`config.mk`:
```
export PLATFORM = sky130hd
export DESIGN_NAME = spike_queue_arbiter_flat
export DESIGN_NICKNAME = d
export VERILOG_FILES = /design/src/rtl/spike_queue_arbiter_pkg.sv /design/src/rtl/spike_queue_arbiter_if.sv /design/src/rtl/rr_arbiter.sv /design/src/rtl/spike_queue_arbiter.sv /design/src/flat_wrapper.sv
export SDC_FILE = /design/constraint.sdc
export NUM_CORES = 1
export LEC_CHECK = 0
export BUFFER_PORTS_ARGS = -buffer_cell sky130_fd_sc_hd__buf_2
export CAP_MARGIN = 20
export CORE_UTILIZATION = 30
export CTS_BUF_LIST = sky130_fd_sc_hd__clkbuf_4 sky130_fd_sc_hd__clkbuf_8
export DETAILED_ROUTE_END_ITERATION = 10
export GPL_TIMING_DRIVEN = 1
export SYNTH_ARGS = -nofsm -noshare
export SYNTH_HDL_FRONTEND = slang
export SYNTH_SLANG_ARGS = --single-unit
```
`constraint.sdc`:
```
create_clock -name clk -period 3.63 [get_ports clk]
set_input_delay 0.726 -clock clk [delete_from_list [all_inputs] [get_ports clk]]
set_output_delay 0.726 -clock clk [all_outputs]
set_load 0.02 [all_outputs]
```
`src/rtl/spike_queue_arbiter_pkg.sv`:
```
// Shared types and constants for the spike queue arbiter.
// Data width, pop FSM encoding and stats counter width.
package spike_queue_arbiter_pkg;
  localparam int DATA_W = 8;
  localparam int STAT_W = 16;
  typedef enum logic {IDLE, RD} state_t;
endpackage

```
`src/rtl/spike_queue_arbiter_if.sv`:
```
// Producer and consumer handshake bundle for the arbiter.
// The slave side is the arbiter; the master side drives producers/consumer.
interface spike_queue_arbiter_if #(
  parameter int NUM_REQ = 4
);
  import spike_queue_arbiter_pkg::*;
  logic [NUM_REQ-1:0]        req_valid;
  logic [DATA_W*NUM_REQ-1:0] req_data;
  logic [NUM_REQ-1:0]        req_ready;
  logic                      pop_req;
  logic                      pop_valid;
  logic [DATA_W-1:0]         pop_data;

  modport slave (
    input  req_valid, req_data, pop_req,
    output req_ready, pop_valid, pop_data
  );
  modport master (
    output req_valid, req_data, pop_req,
    input  req_ready, pop_valid, pop_data
  );
endinterface

```
`src/rtl/rr_arbiter.sv`:
```
// Round-robin picker: one-hot grant of the first request
// found when searching upward from ptr, wrapping at NUM_REQ.
module rr_arbiter #(
  parameter int NUM_REQ = 4,
  localparam int PTR_W = $clog2(NUM_REQ)
) (
  input  logic [NUM_REQ-1:0] req,
  input  logic [PTR_W-1:0]   ptr,
  output logic [NUM_REQ-1:0] grant
);
  logic found;

  always_comb begin
    grant = '0;
    found = 1'b0;
    for (int i = 0; i < NUM_REQ; i++) begin
      if (!found && req[i] && i >= int'(ptr)) begin
        grant[i] = 1'b1;
        found = 1'b1;
      end
    end
    for (int i = 0; i < NUM_REQ; i++) begin
      if (!found && req[i] && i < int'(ptr)) begin
        grant[i] = 1'b1;
        found = 1'b1;
      end
    end
  end
endmodule

```
`src/rtl/spike_queue_arbiter.sv`:
```
// N producers share one byte queue; single consumer pops via IDLE/RD FSM.
// Define QARB_STATS_EN to add saturating insert/stall counters.
module spike_queue_arbiter
  import spike_queue_arbiter_pkg::*;
#(
  parameter int NUM_REQ = 4,
  parameter int MAX_SIZE = 1024,
  localparam int OCC_W = $clog2(MAX_SIZE) + 1
) (
  input  logic              clk,
  input  logic              rst,
  spike_queue_arbiter_if.slave bus,
  output logic              q_insert,
  output logic              q_read,
  output logic [DATA_W-1:0] q_data,
  input  logic [DATA_W-1:0] q_rdata,
  output logic [OCC_W-1:0]  occupancy,
  output logic              full,
  output logic              empty
`ifdef QARB_STATS_EN
  ,
  output logic [STAT_W-1:0] stat_inserts,
  output logic [STAT_W-1:0] stat_stalls
`endif
);
  localparam int PTR_W = $clog2(NUM_REQ);

  state_t             state_q, state_d;
  logic [PTR_W-1:0]   rr_ptr;
  logic [PTR_W-1:0]   gidx;
  logic [OCC_W-1:0]   occ_q;
  logic [NUM_REQ-1:0] grant;
  logic               rd;
  logic               pop_valid_q;
  logic [DATA_W-1:0]  pop_data_q;

  rr_arbiter #(.NUM_REQ(NUM_REQ)) u_rr (
    .req   (bus.req_valid),
    .ptr   (rr_ptr),
    .grant (grant)
  );

  assign occupancy = occ_q;
  assign full      = occ_q == OCC_W'(MAX_SIZE);
  assign empty     = occ_q == '0;

  always_comb begin
    state_d = state_q;
    rd      = 1'b0;
    unique case (state_q)
      IDLE: begin
        if (bus.pop_req && !empty) begin
          rd      = 1'b1;
          state_d = RD;
        end
      end
      RD: state_d = IDLE;
      default: state_d = IDLE;
    endcase
  end

  // A read strobe owns the queue port that cycle, so inserts back off.
  assign q_read        = rd && !rst;
  assign bus.req_ready = grant & {NUM_REQ{!full && !rd && !rst}};
  assign q_insert      = |(bus.req_valid & bus.req_ready);
  assign bus.pop_valid = pop_valid_q;
  assign bus.pop_data  = pop_data_q;

  always_comb begin
    q_data = '0;
    gidx   = '0;
    for (int i = 0; i < NUM_REQ; i++) begin
      if (bus.req_ready[i]) begin
        q_data = bus.req_data[DATA_W*i +: DATA_W];
        gidx   = PTR_W'(i);
      end
    end
  end

  always_ff @(posedge clk) begin
    if (rst) begin
      state_q     <= IDLE;
      rr_ptr      <= '0;
      occ_q       <= '0;
      pop_valid_q <= 1'b0;
      pop_data_q  <= '0;
    end else begin
      state_q     <= state_d;
      pop_valid_q <= state_q == RD;
      if (state_q == RD) pop_data_q <= q_rdata;
      if (q_insert) begin
        rr_ptr <= (gidx == PTR_W'(NUM_REQ - 1))
                  ? '0 : gidx + PTR_W'(1);
      end
      if (q_insert)    occ_q <= occ_q + OCC_W'(1);
      else if (q_read) occ_q <= occ_q - OCC_W'(1);
    end
  end

`ifdef QARB_STATS_EN
  always_ff @(posedge clk) begin
    if (rst) begin
      stat_inserts <= '0;
      stat_stalls  <= '0;
    end else begin
      if (q_insert && stat_inserts != '1)
        stat_inserts <= stat_inserts + STAT_W'(1);
      if (|bus.req_valid && !q_insert && stat_stalls != '1)
        stat_stalls <= stat_stalls + STAT_W'(1);
    end
  end
`endif
endmodule

```
`src/flat_wrapper.sv`:
```
// flat-port wrapper written by rule: the top's interface ports become plain ports
module spike_queue_arbiter_flat import spike_queue_arbiter_pkg::*;
#(
  parameter int NUM_REQ = 4,
  parameter int MAX_SIZE = 1024,
  localparam int OCC_W = $clog2(MAX_SIZE) + 1
)
  (clk, rst, q_insert, q_read, q_data, q_rdata, occupancy, full, empty, bus_req_valid, bus_req_data, bus_pop_req, bus_req_ready, bus_pop_valid, bus_pop_data);
  spike_queue_arbiter_if #(.NUM_REQ(NUM_REQ)) bus_i ();
  input  logic clk;
  input  logic rst;
  output logic q_insert;
  output logic q_read;
  output logic [DATA_W-1:0] q_data;
  input  logic [DATA_W-1:0] q_rdata;
  output logic [OCC_W-1:0] occupancy;
  output logic full;
  output logic empty;
  input wire logic [$bits(bus_i.req_valid)-1:0] bus_req_valid;
  input wire logic [$bits(bus_i.req_data)-1:0] bus_req_data;
  input wire logic [$bits(bus_i.pop_req)-1:0] bus_pop_req;
  output wire logic [$bits(bus_i.req_ready)-1:0] bus_req_ready;
  output wire logic [$bits(bus_i.pop_valid)-1:0] bus_pop_valid;
  output wire logic [$bits(bus_i.pop_data)-1:0] bus_pop_data;
  assign bus_i.req_valid = bus_req_valid;
  assign bus_i.req_data = bus_req_data;
  assign bus_i.pop_req = bus_pop_req;
  assign bus_req_ready = bus_i.req_ready;
  assign bus_pop_valid = bus_i.pop_valid;
  assign bus_pop_data = bus_i.pop_data;
  spike_queue_arbiter #(.NUM_REQ(NUM_REQ), .MAX_SIZE(MAX_SIZE)) u_core (.clk(clk), .rst(rst), .bus(bus_i), .q_insert(q_insert), .q_read(q_read), .q_data(q_data), .q_rdata(q_rdata), .occupancy(occupancy), .full(full), .empty(empty));
endmodule
```
Word level (Yosys, flattened, before mapping)
Cells that the tools add are included.
- input port bits: 47
- word-level logic and storage cells: 73
- output and inout port bits: 36
- flip-flop bits (word level): 23
- add/subtract/negate cells: 3
- mux-type cells: 25
- order comparisons: 6
- equal/unequal tests: 2
- reductions and logical operators: 29
- bitwise gates (word level): 3
- operator list (cell ; number):
    $mux 8 ; 4
    $mux 11 ; 2
    $logic_and 1x1->1 ; 16
    $mux 1 ; 15
    $add 11x1->11 const B ; 1
    $eq 11x11->1 const B ; 1
    $logic_not 11->1 ; 1
    $sub 11x1->11 const B ; 1
    $logic_not 1->1 ; 10
    $and 4x4->4 ; 2
    $mux 2 ; 3
    $ge 1x2->1 const A ; 2
    $lt 1x2->1 const A ; 2
    $reduce_or 4->1 ; 1
    $add 2x1->2 const B ; 1
    $eq 2x2->1 const B ; 1
    $ge 2x2->1 const A ; 1
    $lt 2x2->1 const A ; 1
    $pmux 1 s2 ; 1
    $reduce_bool 2->1 ; 1
    $not 1->1 ; 1

Depth between registers and ports, before layout
Gate-level depths: netlist of run 1.
- word-level depth: 32
- gate-level depth with buffers: 13
- mapped depth without buffers: 13

Modules after synthesis
Synthesis of run 1 repeated with hierarchy kept, for this count alone.
- cell total of the unflattened synthesis: 224
- area total of the unflattened synthesis: 1786.7 sq um
- by module, submodules not included (module ; area each (sq um) ; sequential area each (sq um) ; cells an instance ; times used):
    spike_queue_arbiter ; 1682.9 ; 460.4 ; 207 ; 1
    rr_arbiter ; 103.8 ; 0.0 ; 17 ; 1

Least setup slack after synthesis of run 1
Ideal clock, no wire load.
- path kind: input-to-reg
- from: input bus_pop_req
- to: register u_core.occ_q[10] (netlist: u_core.occupancy[10])
- library setup time: 0.118 ns
- arrival: 3.314 ns
- buffers on the path: 0
- cell stages on the path: 12
- data required time: 3.512 ns
- slack: 0.198 ns
- path through: nor2b_2 and2_4 or3_4 nor2_4 inv_1 ha_1 nor2b_1 o31a_1 o31ai_4 o21ai_1 or3_1 o2111a_1
- longest elaborated chain between the ends: 10
- elaborated cells between the ends (all ways): 12
- classes of those cells: mux (3); bitwise (2); reduce/logical (7)
- ends and longest elaborated chain (what ; line ; RTL):
    start, declared ; flat_wrapper.sv:21 ; input wire logic [$bits(bus_i.pop_req)-1:0] bus_pop_req;
    $logic_and 1x1->1 * ; spike_queue_arbiter.sv:52 ; if (bus.pop_req && !empty) begin
    $mux 1 * ; spike_queue_arbiter.sv:52 ;
    $mux 1 * ; spike_queue_arbiter.sv:50 ; unique case (state_q)
    $logic_not 1->1 * ; spike_queue_arbiter.sv:64 ; assign bus.req_ready = grant & {NUM_REQ{!full && !rd && !rst}};
    $logic_and 1x1->1 * (2 in a row) ; spike_queue_arbiter.sv:64 ;
    $and 4x4->4 * ; spike_queue_arbiter.sv:64 ;
    $and 4x4->4 * ; spike_queue_arbiter.sv:65 ; assign q_insert = |(bus.req_valid & bus.req_ready);
    $reduce_or 4->1 * ; spike_queue_arbiter.sv:65 ;
    via q_insert ; flat_wrapper.sv:12 ; output logic q_insert;
    $mux 11 / $reduce_bool 2->1 (equally long branches) ; - ;
    end signal, assigned ; spike_queue_arbiter.sv:95 ; if (q_insert) occ_q <= occ_q + OCC_W'(1);
    end signal, assigned ; spike_queue_arbiter.sv:96 ; else if (q_read) occ_q <= occ_q - OCC_W'(1);
    end, declared ; spike_queue_arbiter.sv:31 ; logic [OCC_W-1:0] occ_q;
The timed path passes the listed nets; every way through them passes the cells marked *.
A chain may end at the register's enable or synchronous reset.

Final worst setup path of run 1
- from: register u_core.occ_q[0] (netlist: u_core.occupancy[0])
- to: register u_core.occ_q[10] (netlist: u_core.occupancy[10])
- longest elaborated chain between the ends: 12
- elaborated cells between the ends (all ways): 19
- classes of those cells: add/sub (2); eq/ne (1); mux (4); bitwise (2); reduce/logical (10)
- ends and longest elaborated chain (what ; line ; RTL):
    $logic_not 11->1 ; spike_queue_arbiter.sv:45 ; assign empty = occ_q == '0;
    $logic_not 1->1 ; spike_queue_arbiter.sv:52 ;
    $logic_and 1x1->1 ; spike_queue_arbiter.sv:52 ;
    $mux 1 ; spike_queue_arbiter.sv:52 ;
    $mux 1 ; spike_queue_arbiter.sv:50 ;
    $logic_not 1->1 ; spike_queue_arbiter.sv:64 ;
    $logic_and 1x1->1 (2 in a row) ; spike_queue_arbiter.sv:64 ;
    $and 4x4->4 ; spike_queue_arbiter.sv:64 ;
    $and 4x4->4 ; spike_queue_arbiter.sv:65 ;
    $reduce_or 4->1 ; spike_queue_arbiter.sv:65 ;
    $mux 11 / $reduce_bool 2->1 (equally long branches) ; - ;
Several ways; a longest one is shown, not always the timed one. The select of a mux whose other input is x is not followed.

==> metrics.cfg, run 1 <==
[route]
firstDrtPassIters=6
drtIter0Drc=30
wl_um=4741
antenna_left=0
route.detailed.drc=0
post_drt_wl_per_cell_um=13.06
vias_per_cell=4.997
vias=1814

[timing]
period_needed_ns=3.380
setup_viol=0
slew-limit-headroom_pct=62.21
holdWs_ns=0.4987
setup_ws_ns=0.2505
hold_viol=0
slew_viol_final=0
fin_crit_sh_pct=93.10
skew_ns=0.001783
final.setup.tns_ns=0
clock.fmax_ghz=0.2959
tightest_slew_ns=0.5638

[critical_path]
crit_path_start_kind=flip-flop
worstPathArrival_ns=3.54
crit_path_end_kind=flip-flop
reg2reg_from=u_core.occupancy[0]
cp_data_required_time_ns=3.79
path_max_fanout=5
worstSetupStartpoint=u_core.occupancy[0]
worst-setup-path-type=reg2reg

[layout]
drive_gt1_share_pct=39.52
fin_nets=349
diodes=0
syn_to_final_growth_pct=34.98
fin_util_pct=41.91

[floorplanning]
pin_count=83
core_um2=5473
fp.dieH_um=77.26
rows=27
dieArea_um2=5968
die_w_um=77.26
initial_utilization_pct=31.05

[hold_path]
hp-start=u_core.bus.pop_data[2]
min_path_type=reg2reg

[synthesis]
synth_warnings=0
synthFlopType=dfxtp_1
yosysTopAreaCellShare_pct=27.10
yosysSeqAreaShare_pct=27.10
netlist_area_um2=1699
synthArstFlopShare_pct=0
synth_seq_cells=23
synth_edf_count=0
synth_cell_types=49
synth_nets=261
avgSynthCellArea_um2=8.329
syn-instance-count=204
synth_area_leaders=dfxtp_1 (27%), mux2i_1 (7.1%), ha_1 (6.6%), a21oi_1 (6.2%), nor2_1 (6.0%)
yosys.area.top_type=dfxtp_1

[place]
hpwl_um=3591
dp_slack_ns=0.1116
globalplace.congestion=0.8330
io_buffer_count=82

[global_route]
grt_pass1_vias=1584
grt_antenna_before_repair=0
track_usage_pct=15.57
grt_overflow=0
grt_pass1_wl_um=7458
grt_max_degree=24

[run]
drv_cap=0

[clocking]
cts_inserted_buffers=3
htreeDepth=1
clk_latency_ns=0.26
clk_pin_slew_ns=0.08
ctsHoldBuffers=0
clock-sinks=23
cts_tree=done
root_buffer=clkbuf_8
clk_path_buf_depth=2

[pwr]
p_leak_uw=0.001084
p_per_area_nw_per_um2=654.2
ir_drop_uv=543.5

[run_status]
status=finished, final reports clean

## critical path: stages (launching register included)
cell and delay, ns:
dfxtp_1 0.37, nor4_4 0.34, nand3_2 0.14, and2_4 0.17, or3_4 0.35, nor2_4 0.14, clkinvlp_4 0.15, ha_1 0.34
nor2b_1 0.15, o31a_1 0.30, o31ai_4 0.26, o21ai_1 0.13, or3_1 0.32, o2111a_1 0.12
## timing repair
action,4_1_cts,5_1_grt
buffers inserted,0,2
setup endpoints to repair,0,1
gates resized for setup,0,4
## registers in the layout (all words and copies together) (netlist names)
signal / cells
u_core.bus.pop_data: 8
u_core.bus.pop_valid: 1
u_core.occupancy: 11
u_core.rr_ptr: 2
u_core.state_q: 1
## cell usage in the layout, fill, tap and decap left out, types with 3 or more instances in the layout
cell,n
buf_2,82
dfxtp_1,23
buf_4,9
nand2_1,18
nor2_1,27
and2_1,6
mux2i_1,12
nor4_4,3
o22ai_1,4
o21ai_0,12
ha_1,9
nor2b_1,3
inv_1,5
a21oi_1,21
a221oi_1,7
o211a_1,3
clkbuf_8,3
xnor2_1,6
o21a_1,3
## stage by stage
step / power, uW / instance area (um2) / cells
global route: 1620 / 2293 / 363
detailed placement: 1309 / 2210 / 357
global placement: 1305 / 2210 / 357
finish: 1500 / 2293 / 363
floorplan: 1084 / 1699 / 204
CTS: 1478 / 2256 / 361
## metal layers
| metal | track usage (%) | wire length (um) |
|---|---|---|
| met5 | 0 | 0 |
| met4 | 5.660 | 65 |
| met3 | 2.857 | 330 |
| met2 | 25.84 | 2193 |
| met1 | 19.90 | 2152 |
## Yosys cell counts, types with 3 or more instances
library cell	count
o21ai_0	12
a21oi_1	21
o22ai_1	4
a221oi_1	7
dfxtp_1	23
xnor2_1	6
nor2b_1	3
inv_1	6
o211a_1	3
ha_1	9
clkbuf_1	3
nand2_1	18
and2_1	6
o21a_1	3
nor2_1	27
mux2i_1	12
## final timing paths
check	endpoint	cells past startpoint	slack, ns
max reg2reg	u_core.occupancy[10]	13	0.25
max	u_core.occupancy[10]	13	0.25
min	u_core.bus.pop_data[2]	2	0.50
min reg2reg	u_core.bus.pop_data[2]	2	0.50
## report_power, final
part	switching, uW	internal [uW]
clock	84.2	76.7
combinational	523	428
sequential	79.0	310
total	686	814
## logic make-up (layout without fill, tap and decap cells)
group	count (synthesis)	count (layout)	synth area share, %
AOI/OAI and AO/OA	65	65	26.95
xor gates and xnor gates	6	6	3.093
adders and majority gates	10	10	7.806
buffers and inverters	15	102	4.050
DFF	23	23	27.10
muxes	12	12	7.070
and+or+nand+nor	73	73	23.93
## area by class of cell
| type | instances | area [um2] |
|---|---|---|
| clock buffers | 3 | 41.29 |
| clock inverters | 1 | 5.005 |
| fillers | 568 | 3179 |
| inverters | 7 | 30.03 |
| multi-input cells | 166 | 1189 |
| flip-flops and latches | 23 | 460.4 |
| well taps | 72 | 90.09 |
| repair buffers | 91 | 478.0 |
Power figures use the tool's default switching activity.
==> inputs of run 2 (changes only) <==
--- a/config.mk
+++ b/config.mk
@@ -9,8 +9,9 @@
 export CAP_MARGIN = 20
 export CORE_UTILIZATION = 30
 export CTS_BUF_LIST = sky130_fd_sc_hd__clkbuf_4 sky130_fd_sc_hd__clkbuf_8
+export CTS_CLUSTER_SIZE = 24
 export DETAILED_ROUTE_END_ITERATION = 10
-export GPL_TIMING_DRIVEN = 1
+export GPL_TIMING_DRIVEN = 0
 export SYNTH_ARGS = -nofsm -noshare
 export SYNTH_HDL_FRONTEND = slang
 export SYNTH_SLANG_ARGS = --single-unit
==> run 2 against run 1 <==
Compared with the run above:
- sequential power about the same
- sequential share of layout area down 0.076 points
- fmax down 2.3%
- critical path type unchanged
==> metrics.cfg, run 2 (synthesis gave the netlist of run 1 again) <==
[run_status]
status=finished, final reports clean

[clocking]
clock-sinks=23
clk_latency_ns=0.26
cts_tree=done
ctsHoldBuffers=0
cts_inserted_buffers=3
clk_path_buf_depth=2
clk_pin_slew_ns=0.08
htreeDepth=1
root_buffer=clkbuf_8

[timing]
hold_viol=0
tightest_slew_ns=0.4946
clock.fmax_ghz=0.2891
setup_ws_ns=0.1715
skew_ns=0.002135
rsz0062_at_grt=false
setup_viol=0
fin_crit_sh_pct=95.28
slew_viol_final=0
slew-limit-headroom_pct=67.03
period_needed_ns=3.459

[critical_path]
reg2reg_to=u_core.occupancy[10]
slowest_stage=or3_4
reg2regPathDepth=13
crit_path_frequent_cell=or3_4
path_max_fanout=6
cp_data_required_time_ns=3.79
worstPathArrival_ns=3.62
worstPathCellList=nor4_4 > nand3_2 > and2_4 > or3_4 > nor2_4 > clkinvlp_4 > buf_4 > ha_1 > or3_4 > o31ai_4 > o21ai_2 > or3_1 > o2111a_1
reg2reg_from=u_core.occupancy[9]
crit_path_end_kind=flip-flop
crit_path_start_kind=flip-flop
worst-setup-path-type=reg2reg
ff2ff_setup_slack_ns=0.17
worstSetupStartpoint=u_core.occupancy[9]
cpPeakStageDelay_ns=0.41

[global_route]
grt_max_degree=14
track_usage_pct=14.55
use_met2_pct=25.84
grt.busiest_layer=met2
use_met1_pct=16.98
grt_util_met3_pct=3.214
grt_overflow=0
grt_pass1_vias=1579
grt_antenna_before_repair=0
grt_pass1_wl_um=7093

[layout]
drive_gt1_share_pct=38.78
final_cell_mix=buf_2 (83), nor2_1 (27), dfxtp_1 (23), a21oi_1 (21), nand2_1 (18)
largest_reg_flops=11
diodes=0
syn_to_final_growth_pct=35.49
post-route-cell-area_um2=2302
fin_util_pct=42.07
final_common_cell=buf_2
fin_nets=352

[hold_path]
hp-start=u_core.bus.pop_data[0]
min_path_type=reg2reg
holdPathEnd=u_core.bus.pop_data[0]
whs_path_depth=2

[route]
antenna_left=0
vias_per_cell=4.926
route.detailed.drc=0
firstDrtPassIters=4
drtIter0Drc=29
wl_um=4518
post_drt_wl_per_cell_um=12.34
vias=1803

[place]
io_buffer_count=82
globalplace.congestion=0.7773
dp_slack_ns=-0.08197
hpwl_um=3522
place_area_um2=2200

[floorplanning]
pin_count=83
core_um2=5473
initial_utilization_pct=31.05
rows=27
die_w_um=77.26
fp.dieH_um=77.26
dieArea_um2=5968

[pwr]
p_clk_share_pct=10.5
power.internal_uw=825.2
total_power_uw=1504
p_sw_uw=678.5
p_leak_uw=0.001082
comb_power_share_pct=63.8
ir_drop_uv=396.8
power_frac_seq_pct=25.7
power.share.switching_pct=45.12
p_per_area_nw_per_um2=653.1

[run]
drv_cap=0

==> run 2: changes by cell type in the layout (fill, tap and decap cells not counted) <==
cell and change:
buf_4 -4, clkbuf_1 +3, buf_1 +2, buf_2 +1
buf_6 +1, o21ai_1 -1, o21ai_2 +1
==> run 2: power groups by stage <==
stage,Clock (uW),Sequential (uW),Combinational [uW]
global route,174,395,1050
detailed placement,0,387,913
CTS,165,382,916
finish,158,386,960
global placement,0,388,903
floorplan,0,435,649
==> run 2: timing repair <==
action                                  4_1_cts  5_1_grt
hold endpoints to repair                      0        0
resized for setup                             0        5
buffers inserted                              0        4
endpoints found under the setup margin        0        2
==> run 2: worst max-delay path: cells and delay by family (launching register included) <==
family / cells / cell delay [ns]
fa+ha+maj: 1 / 0.23
compound gates: 3 / 0.50
simple gates: 7 / 1.91
flops: 1 / 0.38
buf+inv: 2 / 0.33
==> run 2: stage by stage <==
stage	instances	hold WS (ns)	TNS, ns
2_1_floorplan	204	0.5544	0
3_3_place_gp	358	0.4703	-0.08063
3_5_place_dp	358	0.4834	-0.08197
4_1_cts	362	0.5045	0
5_1_grt	366	0.5231	0
6_report	366	0.4949	0
==> run 2: cell type report <==
cell class                 count  area [um2]
clock inverter                 1       5.005
buffer                         8       42.54
tap                           72       90.09
inverter                       7       30.03
multi-input combinational    166        1192
fill                         593        3171
timing repair buffer          86       440.4
clock buffer                   3       41.29
sequential                    23       460.4
==> run 2: worst max-delay path by stage <==
stage,cells past startpoint,endpoint
2_1_floorplan,12,u_core.occupancy[10]
5_1_grt,13,u_core.occupancy[10]
3_5_place_dp,13,u_core.occupancy[10]
6_report,13,u_core.occupancy[10]
3_3_place_gp,13,u_core.occupancy[10]
4_1_cts,13,u_core.occupancy[10]
==> run 2: routing by layer <==
layer / part of all wire (%) / wire length (um)
met1: 44 / 2004
met2: 48 / 2175
met5: 0 / 0
met3: 6.8 / 305
met4: 0.71 / 32
==> inputs of run 3 (changes only) <==
--- a/config.mk
+++ b/config.mk
@@ -5,6 +5,7 @@
 export SDC_FILE = /design/constraint.sdc
 export NUM_CORES = 1
 export LEC_CHECK = 0
+export ABC_AREA = 1
 export BUFFER_PORTS_ARGS = -buffer_cell sky130_fd_sc_hd__buf_2
 export CAP_MARGIN = 20
 export CORE_UTILIZATION = 30
==> run 3 against run 2 <==
Compared with the run above:
- combinational power is 26% higher
- first-iteration DRC count is 97% higher
- register-to-register slack better by 0.57 ns
- final area is 3.6% lower
- critical endpoint is now u_core.occupancy[8]
- highest routed layer unchanged
==> metrics.cfg, run 3 <==
[clocking]
ctsHoldBuffers=0
root_buffer=clkbuf_8
cts_inserted_buffers=3
postCtsSetupRepairBufs=0
clock-sinks=23
cts_tree=done
clk_path_buf_depth=2
ctsResizeCount=0
htreeDepth=1
clk_latency_ns=0.27
clk_pin_slew_ns=0.09

[synthesis]
synth_warnings=0
synth_nets=320
synth_edf_count=0
synth_seq_cells=23
yosysSeqAreaShare_pct=27.48
synthFlopType=dfxtp_1
synth_common_cells=nand2_1 (74), nor2_1 (47), dfxtp_1 (23)
synth_cell_types=32
yosysTopAreaCellShare_pct=27.48
synthArstFlopShare_pct=0
yosys.area.top_type=dfxtp_1
synth_area_leaders=dfxtp_1 (27%), nand2_1 (17%), nor2_1 (11%), ha_1 (6.7%), inv_1 (4.5%)
netlist_area_um2=1675
synth.most_common_cell=nand2_1
avgSynthCellArea_um2=6.370
syn-instance-count=263

[route]
drtIter0Drc=57
post_drt_wl_per_cell_um=10.71
route.detailed.drc=0
antenna_left=0
wl_um=4489
firstDrtPassIters=4
vias=1873
vias_per_cell=4.470

[timing]
slew-limit-headroom_pct=74.91
rsz0062_at_grt=false
tightest_slew_ns=0.3764
slew_viol_final=0
period_needed_ns=2.975
skew_ns=0.003778
hold_viol=0
clock.fmax_ghz=0.3362
setup_viol=0
final.setup.tns_ns=0
fin_crit_sh_pct=81.94

[critical_path]
crit_family=compound AO/OA/AOI/OAI gates
cpPeakStageDelay_ns=0.29
worst-setup-path-type=in2reg
worstPathCellList=buf_2 > nand2_2 > inv_1 > o21bai_1 > o21ai_2 > nand3_2 > inv_2 > ha_1 > a21oi_1 > o21ai_0 > a21oi_1 > nor2_1 > nor2_1 > xor2_1 > nand2_1 > nand2_1 > nor2_1
crit_path_end_kind=flip-flop
cp_data_required_time_ns=3.80
crit_path_frequent_cell=nor2_1
path_max_fanout=10
worstPathArrival_ns=3.15
crit_path_start_kind=primary input
slowest_stage=ha_1
crit_buf_inv=3

[floorplanning]
initial_utilization_pct=31.99
rows=26
dieArea_um2=5887
pin_count=83
die_w_um=76.73
fp.dieH_um=76.73
core_um2=5238

[layout]
final_common_cell=buf_2
multi_input_area_um2=1090
drive_gt1_share_pct=30.95
post-route-cell-area_um2=2220
syn_to_final_growth_pct=32.49
nFillCells=587
fin_nets=407
largest_reg_flops=11
final_cell_mix=buf_2 (83), nand2_1 (74), nor2_1 (47), dfxtp_1 (23), inv_1 (20)
diodes=0
regArea_um2=460.4
fin_cells=419

[global_route]
grt_overflow=0
grt_max_degree=14
grt_pass1_wl_um=7534
grt_pass1_vias=1674
grt_antenna_before_repair=0
track_usage_pct=15.54

[place]
globalplace.congestion=0.7753
dp_cells=415
place_area_um2=2173
io_buffer_count=82
hpwl_um=3445

[pwr]
p_leak_uw=0.001231
ir_drop_uv=302.9
p_per_area_nw_per_um2=803.6

[run]
drv_cap=0

[run_status]
status=finished, final reports clean

[hold_path]
min_path_type=reg2reg

## run 3: cell types whose count changed after synthesis, moves of 7 or more
| cell | change |
|---|---|
| mux2i_1 | -12 |
| a21oi_1 | -12 |
| inv_1 | +14 |
| a221oi_1 | -7 |
| nor2_1 | +20 |
| nand4_1 | +12 |
| nand3_1 | +9 |
| nand2_1 | +56 |
## run 3: metrics by stage
| step | utilization, % | setup WS [ns] | hold WS [ns] | total power [uW] |
|---|---|---|---|---|
| floorplan | - | 0.7389 | 0.5241 | 1342 |
| global placement | 41.50 | 0.3645 | 0.4733 | 1627 |
| detailed placement | 41.50 | 0.3702 | 0.4840 | 1631 |
| CTS | 42.38 | 0.6657 | 0.5090 | 1808 |
| global route | 42.38 | 0.3892 | 0.5442 | 1978 |
| finish | 42.38 | 0.6554 | 0.4979 | 1784 |
## run 3: logic make-up after synthesis
logic type               synth area share, %
AND/OR/NAND/NOR                        44.14
AO/OA/AOI/OAI                          9.858
buffers and inverters                  7.468
flip-flops                             27.48
adder cells (fa/ha/maj)                7.917
XOR/XNOR                               3.137
## run 3: final cells by class
cell class	instances	area share [%]
multi-input cells	209	49.10
flip-flops and latches	23	20.74
repair buffers	82	18.49
inverters	28	4.735
well taps	70	3.946
clock buffers	3	1.860
plain buffers	3	0.9019
clock inverters	1	0.2255
## run 3: worst register-to-register path, cell delays in order, from the launching register on
cell,delay (ns)
dfxtp_1,0.35
nor2_1,0.14
nand3_2,0.10
nor2_4,0.13
nand2_2,0.08
nand2_2,0.08
nor2_4,0.06
o21ai_2,0.11
nand3_2,0.19
inv_2,0.21
ha_1,0.29
a21oi_1,0.20
o21ai_0,0.14
a21oi_1,0.24
nor2_1,0.07
nor2_1,0.11
xor2_1,0.16
nand2_1,0.06
nand2_1,0.05
nor2_1,0.04
## run 3: metal layers
metal	global-route usage, %	routed length [um]	up-vias
met2	25.54	2033	61
met5	0	0	-
met3	2.857	248	2
met4	5.385	41	0
li1	-	-	1026
met1	20.22	2165	784
## run 3: power breakdown
part,internal [uW],switching [uW]
combinational,460,755
clock,76.8,87.8
sequential,331,74.0
## run 3: worst paths after layout
check	endpoint	startpoint	slack, ns	cells past startpoint
setup reg to reg	u_core.occupancy[8]	u_core.occupancy[2]	0.74	19
setup / recovery	u_core.occupancy[8]	bus_req_valid[0]	0.66	17
hold reg to reg	u_core.bus.pop_data[5]	u_core.bus.pop_data[5]	0.50	2
hold / removal	u_core.bus.pop_data[5]	u_core.bus.pop_data[5]	0.50	2
